**config.mk**
```make
export PLATFORM = sky130hd
export DESIGN_NAME = alu_arbiter
export DESIGN_NICKNAME = d
export VERILOG_FILES = /design/src/rtl/alu_arbiter.sv
export SDC_FILE = /design/constraint.sdc
export NUM_CORES = 1
export LEC_CHECK = 0
export BUFFER_PORTS_ARGS = -buffer_cell sky130_fd_sc_hd__buf_2
export CELL_PAD_IN_SITES_DETAIL_PLACEMENT = 1
export CELL_PAD_IN_SITES_GLOBAL_PLACEMENT = 2
export CORE_AREA = 2 2 167 169
export CTS_BUF_LIST = sky130_fd_sc_hd__clkbuf_8
export DETAILED_ROUTE_END_ITERATION = 7
export DIE_AREA = 0 0 169 171
export HOLD_SLACK_MARGIN = 0.08
export PLACE_DENSITY = 0.86
export SYNTH_ARGS = -nofsm -noshare
export SYNTH_HDL_FRONTEND = slang
export SYNTH_SLANG_ARGS = --single-unit
```
**constraint.sdc**
```tcl
create_clock -name clk -period 2.5 [get_ports clk]
set_input_delay 0.125 -clock clk [delete_from_list [all_inputs] [get_ports clk]]
set_output_delay 0.125 -clock clk [all_outputs]
set_load 0.01 [all_outputs]
```
**src/rtl/alu_arbiter.sv**
```systemverilog
// Round-robin sequencer sharing one combinational 32-bit ALU among NUM_REQ requesters.
// One operation in flight: accept in IDLE, let the ALU settle in EXEC, hold the response in RESP.
module alu_arbiter #(
  parameter int N       = 32,
  parameter int NUM_REQ = 4,
  parameter int ID_W    = 2
) (
  input  logic                 clk,
  input  logic                 rst_n,
  input  logic [NUM_REQ-1:0]   req_valid,
  output logic [NUM_REQ-1:0]   req_ready,
  input  logic [NUM_REQ*N-1:0] req_a,
  input  logic [NUM_REQ*N-1:0] req_b,
  input  logic [NUM_REQ*4-1:0] req_control,
  output logic [N-1:0]         alu_a,
  output logic [N-1:0]         alu_b,
  output logic [3:0]           alu_control,
  input  logic [N-1:0]         alu_result,
  input  logic                 alu_overflow,
  input  logic                 alu_zero,
  input  logic                 alu_equal,
  output logic                 rsp_valid,
  input  logic                 rsp_ready,
  output logic [ID_W-1:0]      rsp_id,
  output logic [N-1:0]         rsp_result,
  output logic                 rsp_overflow,
  output logic                 rsp_zero,
  output logic                 rsp_equal
);

  // state  | meaning
  // S_IDLE | waiting for a request; grant goes to first valid from rr_ptr
  // S_EXEC | operands registered, ALU settling for one cycle
  // S_RESP | response held until rsp_ready
  typedef enum logic [1:0] {
    S_IDLE = 2'd0,
    S_EXEC = 2'd1,
    S_RESP = 2'd2
  } state_t;

  state_t          state, state_nxt;
  logic [ID_W-1:0] rr_ptr;
  logic [ID_W-1:0] grant_idx;
  logic            grant_found;
  logic            grant_fire;
  logic [ID_W-1:0] rr_ptr_nxt;

  function automatic logic [ID_W-1:0] wrap_idx(input logic [ID_W-1:0] base, input int k);
    int s;
    s = int'(base) + k;
    if (s >= NUM_REQ) s = s - NUM_REQ;
    return ID_W'(s);
  endfunction

  always_comb begin
    grant_found = 1'b0;
    grant_idx   = '0;
    for (int k = 0; k < NUM_REQ; k++) begin
      if (!grant_found && req_valid[wrap_idx(rr_ptr, k)]) begin
        grant_found = 1'b1;
        grant_idx   = wrap_idx(rr_ptr, k);
      end
    end
  end

  assign grant_fire = (state == S_IDLE) && grant_found;
  assign rr_ptr_nxt = (int'(grant_idx) == NUM_REQ - 1) ? '0 : grant_idx + ID_W'(1);
  assign rsp_valid  = (state == S_RESP);

  always_comb begin
    req_ready = '0;
    if (grant_fire) req_ready[grant_idx] = 1'b1;
  end

  always_comb begin
    state_nxt = state;
    case (state)
      S_IDLE: if (grant_found) state_nxt = S_EXEC;
      S_EXEC: state_nxt = S_RESP;
      S_RESP: if (rsp_ready) state_nxt = S_IDLE;
      default: state_nxt = S_IDLE;
    endcase
  end

  always_ff @(posedge clk or negedge rst_n) begin
    if (!rst_n) begin
      state        <= S_IDLE;
      rr_ptr       <= '0;
      alu_a        <= '0;
      alu_b        <= '0;
      alu_control  <= '0;
      rsp_id       <= '0;
      rsp_result   <= '0;
      rsp_overflow <= 1'b0;
      rsp_zero     <= 1'b0;
      rsp_equal    <= 1'b0;
    end else begin
      state <= state_nxt;
      // ALU operands stay put outside a grant so the shared ALU does not toggle
      if (grant_fire) begin
        alu_a       <= req_a[int'(grant_idx)*N +: N];
        alu_b       <= req_b[int'(grant_idx)*N +: N];
        alu_control <= req_control[int'(grant_idx)*4 +: 4];
        rsp_id      <= grant_idx;
        rr_ptr      <= rr_ptr_nxt;
      end
      if (state == S_EXEC) begin
        rsp_result   <= alu_result;
        rsp_overflow <= alu_overflow;
        rsp_zero     <= alu_zero;
        rsp_equal    <= alu_equal;
      end
    end
  end

endmodule

```
======== Word-level counts from Yosys, hierarchy flattened ========
Index checks and enable logic that the tools add are counted.
cells by class
  shift-type cells ........................ 3
  order comparisons ....................... 10
  reductions and logical operators ........ 10
  add/sub/neg operators ................... 8
  multiplexer cells ....................... 27
  eq/ne operators ......................... 5
operators by type and width
  operator               number
  $shiftx A128 B8 Y32    2
  $mux W2                11
  $shiftx A16 B5 Y4      1
  $lt A2 B3 Y1 const B   5
  $ge A3 B3 Y1 const B   3
  $mux W1                9
  $bmux W1 S2            4
  $sub A2 B1 Y2 const B  4
  $add A2 B2 Y3 const B  2
  $pmux W2 S3            1
  $logic_and A1 B1 Y1    5
  $eq A2 B1 Y1 const B   2
  $mux W4                1
  $add A2 B1 Y3 const B  1
  $ge A2 B3 Y1 const B   1
  $logic_not A1 Y1       3
  $add A2 B1 Y2 const B  1
  $demux W1 S2           1
  $eq A2 B2 Y1 const B   1
  $ge A2 B1 Y1 const B   1
  $logic_not A2 Y1       1
  $ne A2 B1 Y1 const B   1
  $ne A2 B2 Y1 const B   1
  $reduce_and A2 Y1      1
storage, ports and cells
  bits of input ports ..................... 314
  bits in registers ....................... 109
  output and inout port bits .............. 110
  word-level logic and storage cells ...... 73

======== Logic depth before layout (Yosys ltp) ========
  depth after elaboration ................. 19
  gate-level depth with buffers ........... 10
  depth with buffers taken out ............ 7

======== Worst setup path after synthesis ========
No wires, ideal clock.
  path type ............................... reg2reg
  start ................................... register rr_ptr[1]
  end ..................................... register alu_a[24]
  cell stages (with the launch flop) ...... 8
  period minus slack after synthesis ...... 1.931 ns
  arrival ................................. 1.805 ns
  required time ........................... 2.374 ns
  library setup time ...................... 0.126 ns
  path buffers ............................ 2
  path slack .............................. 0.569 ns
  cell sequence ........................... dfrtp_1 > nand2b_1 > a21o_1 > buf_2 > nand2_4 > buf_4 > mux2_1 > a221o_1
on the way
  cells in the longest elaborated chain, start to end .. 15
  elaborated cells between the ends (all ways) .. 39
  classes of those cells .................. add/sub: 7; order compare: 4; shift: 1; mux: 20; reduce/logical: 7
ends and longest elaborated chain
  element                                                                 RTL line  source
  from (decl)                                                             42        logic [ID_W-1:0] rr_ptr;
  from (signal assigned)                                                  105       rr_ptr <= rr_ptr_nxt;
  parallel branches: the longest is 15 deep, another holds $add A2 B1 Y3  -
  to (signal assigned)                                                    101       alu_a <= req_a[int'(grant_idx)*N +: N];
  to (decl)                                                               15        output logic [N-1:0] alu_a,
Several ways; the timed one is not identified. The select of a mux whose other input is x is not followed.
A chain may end at the register's enable or synchronous reset.

======== Final worst setup path ========
  start ................................... register rr_ptr[1]
  end ..................................... register alu_a[28]
Same word-level chain as after synthesis.

==> results.toml <==
[clocking]
clkSlewWorstSetupHoldPaths_ps = 140
clk_latency_ps = 400
cts.sinks = 109
clockBufferDepth = 2
cts_buffers = 9
htree_levels = 3
cts_tree = "built"
clockRootBuffer = "clkbuf_8"

[grt]
grt_max_degree = 69
grt_pass1_wl_mm = 46.4
gr-total-overflow = 0
grt_usage_pct = 20.8
first_global_vias = 8298
antenna_found_initial = 3

[sta]
min_period_ps = 2370
worst_pin_slew_ps = 928
rsz0062_at_grt = "no"
fin_skew_ps = 20.9
fin_setup_tns_ps = 0
slew_violations = 0
setup_viol = 0
relSlewSlack_pct = 38.2
timing.fmax_ghz = 0.422
period_share_pct = 94.8
hold_viol_final = 0

[placement]
gp_congestion = 0.801
hpwl_mm = 19.1
dpl-instance-area_mm2 = 0.00867
portBuffers = 423

[routing]
vias = 7421
drt-pass1-iter-count = 5
vias_per_cell = 4.94
ant_nets = 0
drt_iter0_markers = 361
wl_per_cell_um = 20.8
wl_mm = 31.3
drc_errors = 0

[cells_and_area]
final_common_cell = "buf_2"
multi_input_area_mm2 = 0.00315
drive_gt1_share_pct = 45.0
nets = 1462
nFillCells = 3202
final_cell_mix = "422 x buf_2, 168 x dlygate4sd3_1, 108 x dfrtp_1, 54 x a211oi_1"
area_growth_pct = 73.4
register_area_mm2 = 0.00273
fin_util_pct = 38.9
fin_area_mm2 = 0.0106

[power_and_ir_drop]
cellLeakagePower_nw = 5.07
powerDensity_mw_per_mm2 = 986
vdd_drop_max_uv = 484

[synth]
synth.net_count = 898
avgSynthCellArea_um2 = 10.5
ys_ff_latch = 109
async_flop_share_pct = 100
synth_top_cell_area_share_pct = 44.6
yosysTopAreaCell = "dfrtp_1"
synth_area_mm2 = 0.00612
synth_cell_types = 34
synth_ff_type = "dfrtp_1"
ys_seq_area_share_pct = 44.6
synthCells = 583
synth_edf_count = 0
synth_area_leaders = "dfrtp_1 45%, mux2_2 7.4%, a211oi_1 6.6%"
yosysWarnings = 0

[die]
dieArea_mm2 = 0.0289
die_width_um = 169
die_h_um = 171
num_rows = 61
core_mm2 = 0.0273
pin_count = 424
start_util_pct = 22.4

[critical_path]
cp-startpoint = "rr_ptr[1]"
start_kind = "flop"
reg2reg_from = "rr_ptr[1]"
worstSetupPathType = "reg -> reg"
reg2reg_to = "alu_a[28]"
r2r_slack_ps = 130
critPathMaxFanout = 36
critPathArrivalTime_ps = 2690
critical_path_required_ps = 2820
rr_worst_depth = 7
critPathCaptureType = "flop"

[worst_hold_path]
hold_start = "req_b[23]"
whs_endpoint = "alu_b[23]"
hold_depth = 3
hold_class = "in -> reg"

[flow_run]
maxCapViolCount = 0

[status]
status = "complete, no violations"
[stage by stage]
step                      cells  hold slack (ps)  power (mW)  setup slack, ps
after floorplan             583             -171        6.58              569
after global placement     1311              139        8.78              376
after detailed placement   1311              142        8.93              268
after CTS                  1495             80.9        10.4             30.5
after global routing       1501             82.7        11.2            0.279
final                      1501             93.5        10.5              130
[per-layer routing]
metal	GRT usage, %	part of all wire (%)	wire length [um]
met5	0	0	0
met4	11.1	4.4	1390
met3	4.09	5.9	1830
met2	37.1	51	15800
met1	23.5	39	12200
[power by group]
part | internal, mW | switching, mW
logic | 2.74 | 3.32
registers | 2.66 | 0.548
clock network | 0.406 | 0.789
total | 5.82 | 4.66
[cell usage after synthesis, types with 2 or more instances]
cell type    n
dfrtp_1    109
nand2b_1     4
a211oi_2     5
mux2_2      40
inv_1        2
mux2i_1     30
nand3_1     39
buf_1        3
clkbuf_1    36
nand2_1      9
a211oi_1    54
o21ai_0     39
a221o_1     39
nor2_1      35
and3_1      29
buf_4        4
mux2_1      34
buf_6        7
buf_2       10
a21oi_1     41
[sequential cells by signal (all words and copies together), names as in the netlist]
name / flops
alu_a: 32
alu_b: 32
rsp_result: 32
alu_control: 4
rr_ptr: 2
rsp_id: 2
state: 2
rsp_equal: 1
rsp_overflow: 1
rsp_zero: 1
[kinds of logic after synthesis]
| family | Yosys count | synth area share, % |
|---|---|---|
| buffers and inverters | 63 | 5.17 |
| AOI/OAI and AO/OA | 184 | 21.6 |
| and+or+nand+nor | 122 | 9.95 |
| DFF | 109 | 44.6 |
| adders and majority gates | 1 | 0.204 |
| muxes | 104 | 18.5 |
[worst max-delay path by stage]
stage	to	slack [ps]	cells after the start
floorplan	alu_a[24]	570	7
global placement	alu_b[0]	380	6
detailed placement	alu_a[10]	270	6
CTS	req_ready[0]	30	5
global route	req_ready[2]	0.3	7
finish	alu_a[28]	130	7
[what timing repair did]
action                                 CTS  global route
resized for setup                        1             3
endpoints found under the hold margin  133             1
gates cloned                             1             0
buffers inserted                         0             2
hold buffers                           167             1
setup endpoints to repair                1             6
pin swaps                                1             1
[critical path, cell delays in order (launching register included)]
cell and delay (ps):
dfrtp_2 480, nand2b_1 230, a21o_2 280, nand2_4 100, buf_12 240, mux2i_1 120, dlygate4sd3_1 570, a211oi_1 250
[final cells by class]
| class | count | area share, % |
|---|---|---|
| Antenna cell | 3 | 0.0707 |
| Sequential cell | 109 | 25.7 |
| Tap cell | 346 | 4.08 |
| Timing Repair Buffer | 612 | 38.4 |
| Clock buffer | 9 | 1.17 |
| Clock inverter | 7 | 0.813 |
| Inverter | 3 | 0.106 |
| Multi-Input combinational cell | 412 | 29.7 |
Power figures use the tool's default switching activity.
